## src/rtl/instr_fetch_unit.sv

```systemverilog
// Instruction fetch unit: takes PC addresses, reads instruction memory over req/ack,
// buffers {addr, word} in a small FIFO and presents the head to decode over valid/ready.
module instr_fetch_unit #(
  parameter int ADDR_W     = 8,
  parameter int INSTR_W    = 16,
  parameter int FIFO_DEPTH = 2
) (
  input  logic               clk,
  input  logic               rst_n,
  input  logic [ADDR_W-1:0]  pc,
  input  logic               pc_valid,
  output logic               pc_ready,
  output logic               mem_req,
  output logic [ADDR_W-1:0]  mem_addr,
  input  logic               mem_ack,
  input  logic [INSTR_W-1:0] mem_rdata,
  input  logic               flush,
  output logic               instr_valid,
  input  logic               instr_ready,
  output logic [INSTR_W-1:0] instr,
  output logic [ADDR_W-1:0]  instr_addr,
  output logic [7:0]         fetch_count
);

  localparam int PTR_W = (FIFO_DEPTH > 1) ? $clog2(FIFO_DEPTH) : 1;
  localparam int CNT_W = PTR_W + 1;

  typedef enum logic [1:0] {
    IDLE  = 2'd0,
    REQ   = 2'd1,
    DRAIN = 2'd2
  } state_t;

  state_t state, state_nxt;

  logic               accept;
  logic               push;
  logic               pop;
  logic               fifo_full;
  logic [CNT_W-1:0]   count;
  logic [PTR_W-1:0]   wr_ptr;
  logic [PTR_W-1:0]   rd_ptr;
  logic [ADDR_W-1:0]  addr_mem [FIFO_DEPTH];
  logic [INSTR_W-1:0] data_mem [FIFO_DEPTH];
  logic [ADDR_W-1:0]  hold_addr;
  logic [INSTR_W-1:0] hold_instr;

  assign fifo_full   = (count == CNT_W'(FIFO_DEPTH));
  // Accepting only in IDLE with a free slot reserves room for the eventual push.
  assign pc_ready    = rst_n & (state == IDLE) & ~fifo_full & ~flush;
  assign mem_req     = (state != IDLE);
  assign instr_valid = (count != '0);
  assign pop         = instr_valid & instr_ready & ~flush;

  always_ff @(posedge clk or negedge rst_n) begin
    if (!rst_n) begin
      state <= IDLE;
    end else begin
      state <= state_nxt;
    end
  end

  always_comb begin
    state_nxt = state;
    accept    = 1'b0;
    push      = 1'b0;
    case (state)
      IDLE: begin
        if (pc_valid && pc_ready) begin
          accept    = 1'b1;
          state_nxt = REQ;
        end
      end
      REQ: begin
        if (mem_ack) begin
          push      = ~flush;
          state_nxt = IDLE;
        end else if (flush) begin
          state_nxt = DRAIN;
        end
      end
      DRAIN: begin
        if (mem_ack) begin
          state_nxt = IDLE;
        end
      end
      default: state_nxt = IDLE;
    endcase
  end

  always_ff @(posedge clk or negedge rst_n) begin
    if (!rst_n) begin
      mem_addr <= '0;
    end else if (accept) begin
      mem_addr <= pc;
    end
  end

  always_ff @(posedge clk or negedge rst_n) begin
    if (!rst_n) begin
      wr_ptr <= '0;
      rd_ptr <= '0;
      count  <= '0;
    end else if (flush) begin
      wr_ptr <= '0;
      rd_ptr <= '0;
      count  <= '0;
    end else begin
      if (push) wr_ptr <= wr_ptr + 1'b1;
      if (pop)  rd_ptr <= rd_ptr + 1'b1;
      case ({push, pop})
        2'b10:   count <= count + 1'b1;
        2'b01:   count <= count - 1'b1;
        default: count <= count;
      endcase
    end
  end

  // Storage carries data only; occupancy is tracked by the pointers above.
  always_ff @(posedge clk) begin
    if (push) begin
      addr_mem[wr_ptr] <= mem_addr;
      data_mem[wr_ptr] <= mem_rdata;
    end
  end

  assign instr      = instr_valid ? data_mem[rd_ptr] : hold_instr;
  assign instr_addr = instr_valid ? addr_mem[rd_ptr] : hold_addr;

  // Remembers what was last shown so the outputs hold while the FIFO is empty.
  always_ff @(posedge clk or negedge rst_n) begin
    if (!rst_n) begin
      hold_instr <= '0;
      hold_addr  <= '0;
    end else begin
      hold_instr <= instr;
      hold_addr  <= instr_addr;
    end
  end

  always_ff @(posedge clk or negedge rst_n) begin
    if (!rst_n) begin
      fetch_count <= '0;
    end else if (pop) begin
      fetch_count <= fetch_count + 8'd1;
    end
  end

endmodule

```

## config.mk

```make
export PLATFORM = sky130hd
export DESIGN_NAME = instr_fetch_unit
export DESIGN_NICKNAME = d
export VERILOG_FILES = /design/src/rtl/instr_fetch_unit.sv
export SDC_FILE = /design/constraint.sdc
export NUM_CORES = 1
export LEC_CHECK = 0
export ABC_AREA = 1
export BUFFER_PORTS_ARGS = -buffer_cell sky130_fd_sc_hd__buf_2
export CAP_MARGIN = 10
export CORE_MARGIN = 8
export CORE_UTILIZATION = 49
export DETAILED_ROUTE_END_ITERATION = 7
export PLACE_DENSITY = 0.75
export SLEW_MARGIN = 20
export SYNTH_ARGS = -nofsm -noshare
export SYNTH_HDL_FRONTEND = slang
export SYNTH_SLANG_ARGS = --single-unit
```

## constraint.sdc

```tcl
create_clock -name clk -period 2.01 [get_ports clk]
set_input_delay 0.402 -clock clk [delete_from_list [all_inputs] [get_ports clk]]
set_output_delay 0.402 -clock clk [all_outputs]
set_load 0.01 [all_outputs]
```

* Yosys cells after proc, flatten, opt, wreduce, memory -nomap -nowiden
Memory sizes are Yosys's and may differ from the RTL's. Index checks and enable logic that the tools add are counted. W data, S select, Z words.
Cells by class: $add $sub $neg 5, equal/unequal tests 8, mux-type cells 19, bitwise logic cells 7, reductions and logical operators 8
Operators by type and width (count):
- $mux W16 | 1
- $mux W1 | 10
- $mux W2 | 5
- $add A8 B1 Y8 const B | 1
- $mux W8 | 1
- $reduce_bool A2 Y1 | 4
- $eq A2 B2 Y1 const B | 3
- $pmux W2 S3 | 1
- $and A1 B1 Y1 | 5
- $eq A2 B1 Y1 const B | 2
- $pmux W2 S2 | 1
- $ne A3 B3 Y1 const B | 1
- $reduce_and A3 Y1 | 1
- $reduce_bool A3 Y1 | 1
- $add A1 B1 Y1 const B | 2
- $add A2 B1 Y2 const B | 1
- $logic_not A2 Y1 | 1
- $ne A2 B1 Y1 const B | 1
- $ne A2 B2 Y1 const B | 1
- $not A1 Y1 | 2
- $sub A2 B1 Y2 const B | 1
- $logic_and A1 B1 Y1 | 1
Storage, ports and cells: bits in registers 46, RAM bits 48, output and inout port bits 43, logic and storage cells 57, memories 2
Memory list:
- data_mem | depth 2, bits a word 16, read ports 1, clocked after Yosys merged registers in 0, write ports 1, RTL line 44 | logic [INSTR_W-1:0] data_mem [FIFO_DEPTH];
- addr_mem | depth 2, bits a word 8, read ports 1, clocked after Yosys merged registers in 0, write ports 1, RTL line 43 | logic [ADDR_W-1:0] addr_mem [FIFO_DEPTH];

* Logic depth before layout (Yosys ltp)
Gate-level depths: netlist of the first run.
depth in word-level cells 7, depth in mapped cells 8

* Worst setup path after synthesis of the first run
OpenSTA, ideal clock, no wires.
kind input -> register, start in flush, end mem addr_mem[0][0], enable pin, library setup time 0.405 ns, data arrival time 1.732 ns, setup slack -0.127 ns, cell stages on the path 5, path buffers 0, cells stage by stage inv_4 -> nand2_1 -> nor2_1 -> inv_1 -> nor2_1
Between the ends: word-level cells in the longest chain between the ends 5
Ends and longest elaborated chain:
- start, declared | RTL line 17 | input logic flush,
- $not A1 Y1 | RTL line 76 | push = ~flush;
- $mux W1 | RTL line 75 | if (mem_ack) begin
- $mux W1 | RTL line 67 | case (state)
- $mux W1 | RTL line 121 | if (push) begin
- $mux W1 (not written as such) | RTL line 122 | addr_mem[wr_ptr] <= mem_addr;
- end, declared | RTL line 43
No other way between the ends.

* Final worst setup path of the first run
start reg count[1], end out instr[10]
Between the ends: word-level cells in the longest chain between the ends 2
Ends and longest elaborated chain:
- start, declared | RTL line 40 | logic [CNT_W-1:0] count;
- start signal, assigned | RTL line 112 | 2'b10: count <= count + 1'b1;
- start signal, assigned | RTL line 113 | 2'b01: count <= count - 1'b1;
- start signal, assigned | RTL line 114 | default: count <= count;
- $reduce_bool A2 Y1 | RTL line 52 | assign instr_valid = (count != '0);
- $mux W16 | RTL line 127 | assign instr = instr_valid ? data_mem[rd_ptr] : hold_instr;
- end, declared | RTL line 20 | output logic [INSTR_W-1:0] instr,
No other way between the ends.

==> impl_results.md, run 1 <==
* Clock power share at 22.2%
* Final design utilization at 60.8%
* Leakage power at 2.00 nW
* FF-to-FF path depth at 4
* Worst-path clk slew at 90 ps
* Clock H-tree levels at 3
* Synth top area cells: edfxtp_1 38%, dfrtp_1 30%, a21oi_2 8.9%
* Fin Hold WS at 231 ps
* Core area at 7650 µm²
* Ys flop type: edfxtp_1
* Post-Syn Area at 3820 µm²
* Fmax at 0.508 GHz
* Flop pwr share at 44.1%
* Number of synthesized flops with an enable pin at 48
* Tmin final at 1970 ps
* Reg-to-reg startpoint: state[1]
* DR iter-0 viols at 139
* CTS root buf: clkbuf_8
* Die Area at 10,900 µm²
* N_diodes at 0
* Layout cells sized above 1 at 41.7%
* Gate Count Post-Synth at 319
* Cts bufs inserted at 9
* Pre-CTS WS at 328 ps
* Pin count of the biggest net entering global routing at 47
* Row count at 32
* Crit Path Class: register to output pin
* Drt total wl at 7750 µm
* Via count at 2,530
* Final ANT Viol Nets at 0
* Initial Util at 50.0%
* Period utilisation layout at 98.0%
* Die Wd at 104 µm
* Yosys cell types at 25
* Setup crit end kind: output pin
* Slew margin rel. at 58.7%
* Insertion delay to the later sink of the worst-skew pair at 350 ps
* Layout area overhead at 21.7%
* RSZ-0062 raised after global routing: true
* Final Hold Fails at 0
* Grt ovf at 0
* WL/cell at 15.3 µm
* Number of nets in the layout at 431
* Max Slew Vio Count at 0
* NetSw at 0.00216 W
* RR Endpoint: addr_mem[1][1]
* Status: complete, no violations
* Residual DRC at 0
* Mean cell area of the mapped netlist at 12.0 µm²
* Area leader, netlist: edfxtp_1
* GP Congestion at 0.785
* CP required at 1610 ps
* First-pass GRT wire length at 12,700 µm
* Hold Crit Class: input pin to asynchronous set/reset pin
* CTS tree: yes
* CP Max Fanout at 26
* Overall routing resource usage at 14.7%
* Peak supply drop at 0.644 mV
* Yosys top cell area share at 37.7%
* CTS max path bufs at 2
* Slew @ Worst Pin at 620 ps
* Final WS setup at 40.6 ps
* Via-per-instance ratio at 4.99
* Post-synth ARST share at 48.9%
* HPWL after DPL at 5300 µm
* Vias in the first global route at 2,519
* Port buffer count at 72
* Die height at 104 µm
* Clock Skew at 7.19 ps
* Max_cap viols at 0
* Syn nets at 350
* Finish-stage setup viols at 0
* IO Count at 73
* Seq/Total Area, Yosys at 67.9%
* Sw Ratio at 35.2%
* Combinational cell fraction of total power at 33.7%
* Critical path startpoint category: register
* Pwr dens at 1320 nW/µm²
* Flop-to-flop setup slack at 510 ps
* Initial antenna violation count at 0
* Clock Sinks at 94
* Register bit total from synthesis at 94
* Internal at 0.00396 W
* Yosys warning count at 0
* TritonRoute pass-1 iters at 6
* CP Data Arrival Time at 1570 ps
==> placed cells by master, fill, tap and decap left out, types with 4 or more instances in the layout <==
master,n
nand3_1,17
nor2_4,5
xor2_1,4
buf_2,72
dfrtp_1,44
nand2_1,75
inv_1,12
clkbuf_8,9
nor2_1,21
a21oi_1,4
a21oi_2,45
nor2_2,9
edfxtp_1,48
==> worst max-delay path, stage by stage (launching register included) <==
cell	delay, ps
dfrtp_2	450
buf_4	150
inv_2	80
nand2_8	140
nor2_1	180
a21oi_2	60
buf_2	140
==> Yosys cell counts, drive strengths merged (2+ instances only) <==
cell	count
dfrtp	46
xor2	4
nand2	81
clkbuf	2
a21oi	50
o21ai	2
nor2	35
buf	8
o31ai	2
nand3	17
nand4	3
edfxtp	48
inv	18
==> power by group through the flow <==
stage	sequential [W]	clock (W)	combinational, W
global route	0.00274	0.00147	0.00229
floorplan	0.00271	0	0.00122
global placement	0.00271	0	0.00190
CTS	0.00270	0.00139	0.00201
detailed placement	0.00273	0	0.00194
finish	0.00270	0.00136	0.00206
==> through the flow <==
step	area [µm²]	power [W]	cells	setup TNS (ps)
6_report	4650	0.00612	507	0
3_5_place_dp	4330	0.00467	489	0
2_1_floorplan	3820	0.00394	319	0
5_1_grt	4650	0.00650	507	-188
4_1_cts	4580	0.00609	505	0
3_3_place_gp	4330	0.00461	489	0
==> cells by family after synthesis <==
kind of cell | count (synthesis) | share of synthesized area (%)
AOI/OAI and AO/OA | 54 | 11.0
xor gates and xnor gates | 5 | 1.15
adders and majority gates | 1 | 0.327
and+or+nand+nor | 137 | 16.1
DFF | 94 | 67.9
buffers and inverters | 28 | 3.47
==> final cells by class <==
type | count | area, µm²
clock inverters | 7 | 97.6
fillers | 617 | 3000
multi-input cells | 197 | 1160
inverters | 18 | 75.1
repair buffers | 80 | 469
clock buffers | 9 | 124
well taps | 102 | 128
flip-flops and latches | 94 | 2590
==> what timing repair did <==
item                                    4_1_cts  5_1_grt
gates resized for setup                       9       15
endpoints found under the setup margin       22       11
hold buffers                                  0        0
pin swaps                                     0        1
gates cloned                                  0        0
buffers inserted                              0        2
==> worst max path at each step <==
stage	start	end	slack (ps)	cells after the start
finish	count[1]	instr[10]	40	6
detailed placement	count[0]	instr[1]	330	5
floorplan	flush	addr_mem[0][0]	270	5
CTS	count[1]	instr[15]	7	5
global placement	count[0]	instr[1]	360	5
global route	count[1]	instr_addr[1]	-50	6
==> flip-flops by register name, indices dropped and copies added (netlist names) <==
signal,flops
wr_ptr,1
rd_ptr,1
count,2
hold_addr,8
fetch_count,8
addr_mem,16
hold_instr,16
data_mem,32
state,2
mem_addr,8
==> per-layer routing <==
| metal | track usage (%) | part of all wire (%) |
|---|---|---|
| met1 | 17.5 | 43 |
| met2 | 23.4 | 49 |
| met3 | 4.77 | 5.4 |
| met4 | 7.65 | 2.2 |
| met5 | 0 | 0 |
Power figures use the tool's default switching activity.
==> run 2: changes to the inputs <==
- CAP_MARGIN: 10 -> default
- CORE_UTILIZATION: 49 -> 55
- PLACE_DENSITY: 0.75 -> 0.79
- clock period: 2.01 -> 2.15 ns (I/O delays scaled with it)
==> run 2 against run 1 <==
Effect of this change:
- register-to-register slack better by 180 ps
- wire length is 2.5% lower
- clock power is 27% lower
- via count is 0.79% higher
- sequential share of layout area is 2.1 points higher
- global-route usage is 1.5 points higher
- critical endpoint is now instr[1]
- critical path type unchanged
- sequential power is 7% lower
- combinational power is 11% lower
- worst setup slack better by 60 ps
- highest routed layer unchanged
==> impl_results.md, run 2 (synthesis gave the netlist of run 1 again) <==
* Max reg flops at 32 (unchanged)
* Worst-path clk slew at 90 ps (about the same)
* Final WS setup at 100 ps (+59.6 ps)
* Internal at 0.00340 W (-14%)
* Clock H-tree levels at 3 (unchanged)
* Pin count of the biggest net entering global routing at 47 (unchanged)
* Pwr dens at 1190 nW/µm² (-9.6%)
* Period utilisation layout at 95.3%
* DR iter-0 viols at 106 (-24%)
* Core area at 6760 µm² (-12%)
* Combinational cell fraction of total power at 34.4% (+0.7 points)
* IO Count at 73 (unchanged)
* Max Slew Vio Count at 0 (unchanged)
* Row count at 30 (-6.3%)
* Die Area at 9870 µm² (-9.3%)
* Setup crit end kind: output pin
* Largest register by flop count: data_mem
* Via-per-instance ratio at 5.28 (+5.8%)
* NetSw at 0.00193 W (-10%)
* Number of nets in the layout at 429 (-0.46%)
* # Post-CTS Setup Buffers at 0 (unchanged)
* Layout area overhead at 17.3%
* Placed Area at 4290 µm² (-0.93%)
* CP required at 1720 ps (+110 ps)
* CTS max path bufs at 2 (unchanged)
* TritonRoute pass-1 iters at 6 (unchanged)
* # hold bufs at CTS at 0 (unchanged)
* Layout cells sized above 1 at 37.7% (-4.0 points)
* First-pass GRT wire length at 12,600 µm (-0.59%)
* Clock Sinks at 94 (unchanged)
* Sw Ratio at 36.2% (+1.0 points)
* Insertion delay to the later sink of the worst-skew pair at 340 ps (about the same)
* Final Hold Fails at 0 (unchanged)
* Crit Path Class: register to output pin
* Post-route non-filler standard cell count at 483 (-4.7%)
* Status: complete, no violations
* Grt ovf at 0 (unchanged)
* FF-to-FF path depth at 6 (+2)
* Drt total wl at 7550 µm (-2.5%)
* RSZ-0062 raised after global routing: false
* Die height at 99.3 µm (-4.8%)
* Slew margin rel. at 59.8% (+1.2 points)
* RR Endpoint: addr_mem[0][2]
* Max_cap viols at 0 (unchanged)
* Fin Hold WS at 233 ps (+2.45 ps)
* CP startpoint: count[1]
* Slew @ Worst Pin at 602 ps (-17.6 ps)
* CTS tree: yes
* CP endpoint: instr[1]
* Residual DRC at 0 (unchanged)
* WL/cell at 15.6 µm (+2.3%)
* Commonest non-fill, non-tap cells in the layout: 75 x nand2_1, 72 x buf_2, 48 x edfxtp_1
* Cts bufs inserted at 9 (unchanged)
* Pre-CTS WS at 385 ps (+57.0 ps)
* CP Max Fanout at 14 (-46%)
* Dpl cells at 467 (-4.5%)
* Tmin final at 2050 ps
* Reg-to-reg startpoint: state[1]
* GP Congestion at 0.809 (+3.1%)
* Die Wd at 99.3 µm (-4.8%)
* Hold Crit Class: input pin to asynchronous set/reset pin
* CTS root buf: clkbuf_8
* Initial antenna violation count at 0 (unchanged)
* Flop-to-flop setup slack at 690 ps (+180 ps)
* Clock Skew at 6.34 ps (-0.854 ps)
* Critical path startpoint category: register
* Initial Util at 56.5% (+6.6 points)
* Flop pwr share at 47.1% (+3.0 points)
* TNS Setup at 0 ps (unchanged)
* Via count at 2,550 (+0.79%)
* N_diodes at 0 (unchanged)
* Port buffer count at 72 (unchanged)
* Finished layout cell area at 4480 µm² (-3.7%)
* Finish-stage setup viols at 0 (unchanged)
* Peak supply drop at 0.548 mV (-15%)
* Leakage power at 1.94 nW (-2.7%)
* Vias in the first global route at 2,657 (+5.5%)
* CP Data Arrival Time at 1620 ps (+50 ps)
* Commonest non-fill, non-tap cell in the layout: nand2_1
* Regs by FF count: data_mem x32, addr_mem x16, hold_instr x16
* HPWL after DPL at 5220 µm (-1.5%)
* Clock power share at 18.5% (-3.7 points)
* Final ANT Viol Nets at 0 (unchanged)
* Overall routing resource usage at 16.3% (+1.5 points)
* Fmax at 0.488 GHz
run 2: cell count changes in the layout (fill, tap and decap cells not counted), sizes merged:
cell / before / now
buf: 80 / 78
inv: 19 / 17
clkbuf: 9 / 10
bufinv: 2 / 0
clkinvlp: 1 / 4
run 2: worst min-delay path by stage:
stage	from	to	slack (ps)	cells after the start
after global routing	mem_rdata[5]	data_mem[0][5]	240	1
final	rst_n	hold_instr[15]	230	2
after floorplan	rst_n	count[0]	130	0
after global placement	mem_addr[6]	addr_mem[0][6]	490	0
after CTS	rst_n	hold_instr[15]	250	2
after detailed placement	hold_instr[6]	hold_instr[6]	500	2
run 2: metal layers:
metal / share of wire, % / track usage, %
met5: 0 / 0
met4: 1.2 / 5.24
met3: 4.9 / 4.89
met2: 52 / 27.9
met1: 42 / 19.0
run 2: power by group through the flow:
stage	Sequential, W	Combinational [W]	Clock, W
2_1_floorplan	0.00254	0.00114	0
3_3_place_gp	0.00253	0.00179	0
3_5_place_dp	0.00255	0.00183	0
4_1_cts	0.00251	0.00184	0.00101
5_1_grt	0.00256	0.00205	0.00108
6_report	0.00251	0.00183	0.000987
run 2: cell type report:
class	count	area, µm²
Clock buffer	10	128
Timing Repair Buffer	78	429
Fill cell	510	2280
Inverter	18	73.8
Multi-Input combinational cell	197	1120
Clock inverter	6	38.8
Sequential cell	94	2590
Tap cell	80	100
run 2: stage by stage:
step / util, % / total power [W]
after global routing: 66.3 / 0.00569
after floorplan: - / 0.00368
final: 66.3 / 0.00533
after CTS: 66.0 / 0.00537
after detailed placement: 63.5 / 0.00438
after global placement: 63.5 / 0.00432
run 2: critical path, cell delays in order, from the launching register on:
cell and delay [ps]:
dfrtp_1 460, nor2_4 170, buf_8 190, a21oi_1 60
a21oi_1 210, buf_2 170
run 2: repair_timing:
action | CTS | global route
gates resized for setup | 1 | 5
hold endpoints to repair | 0 | 0
endpoints found under the setup margin | 1 | 6
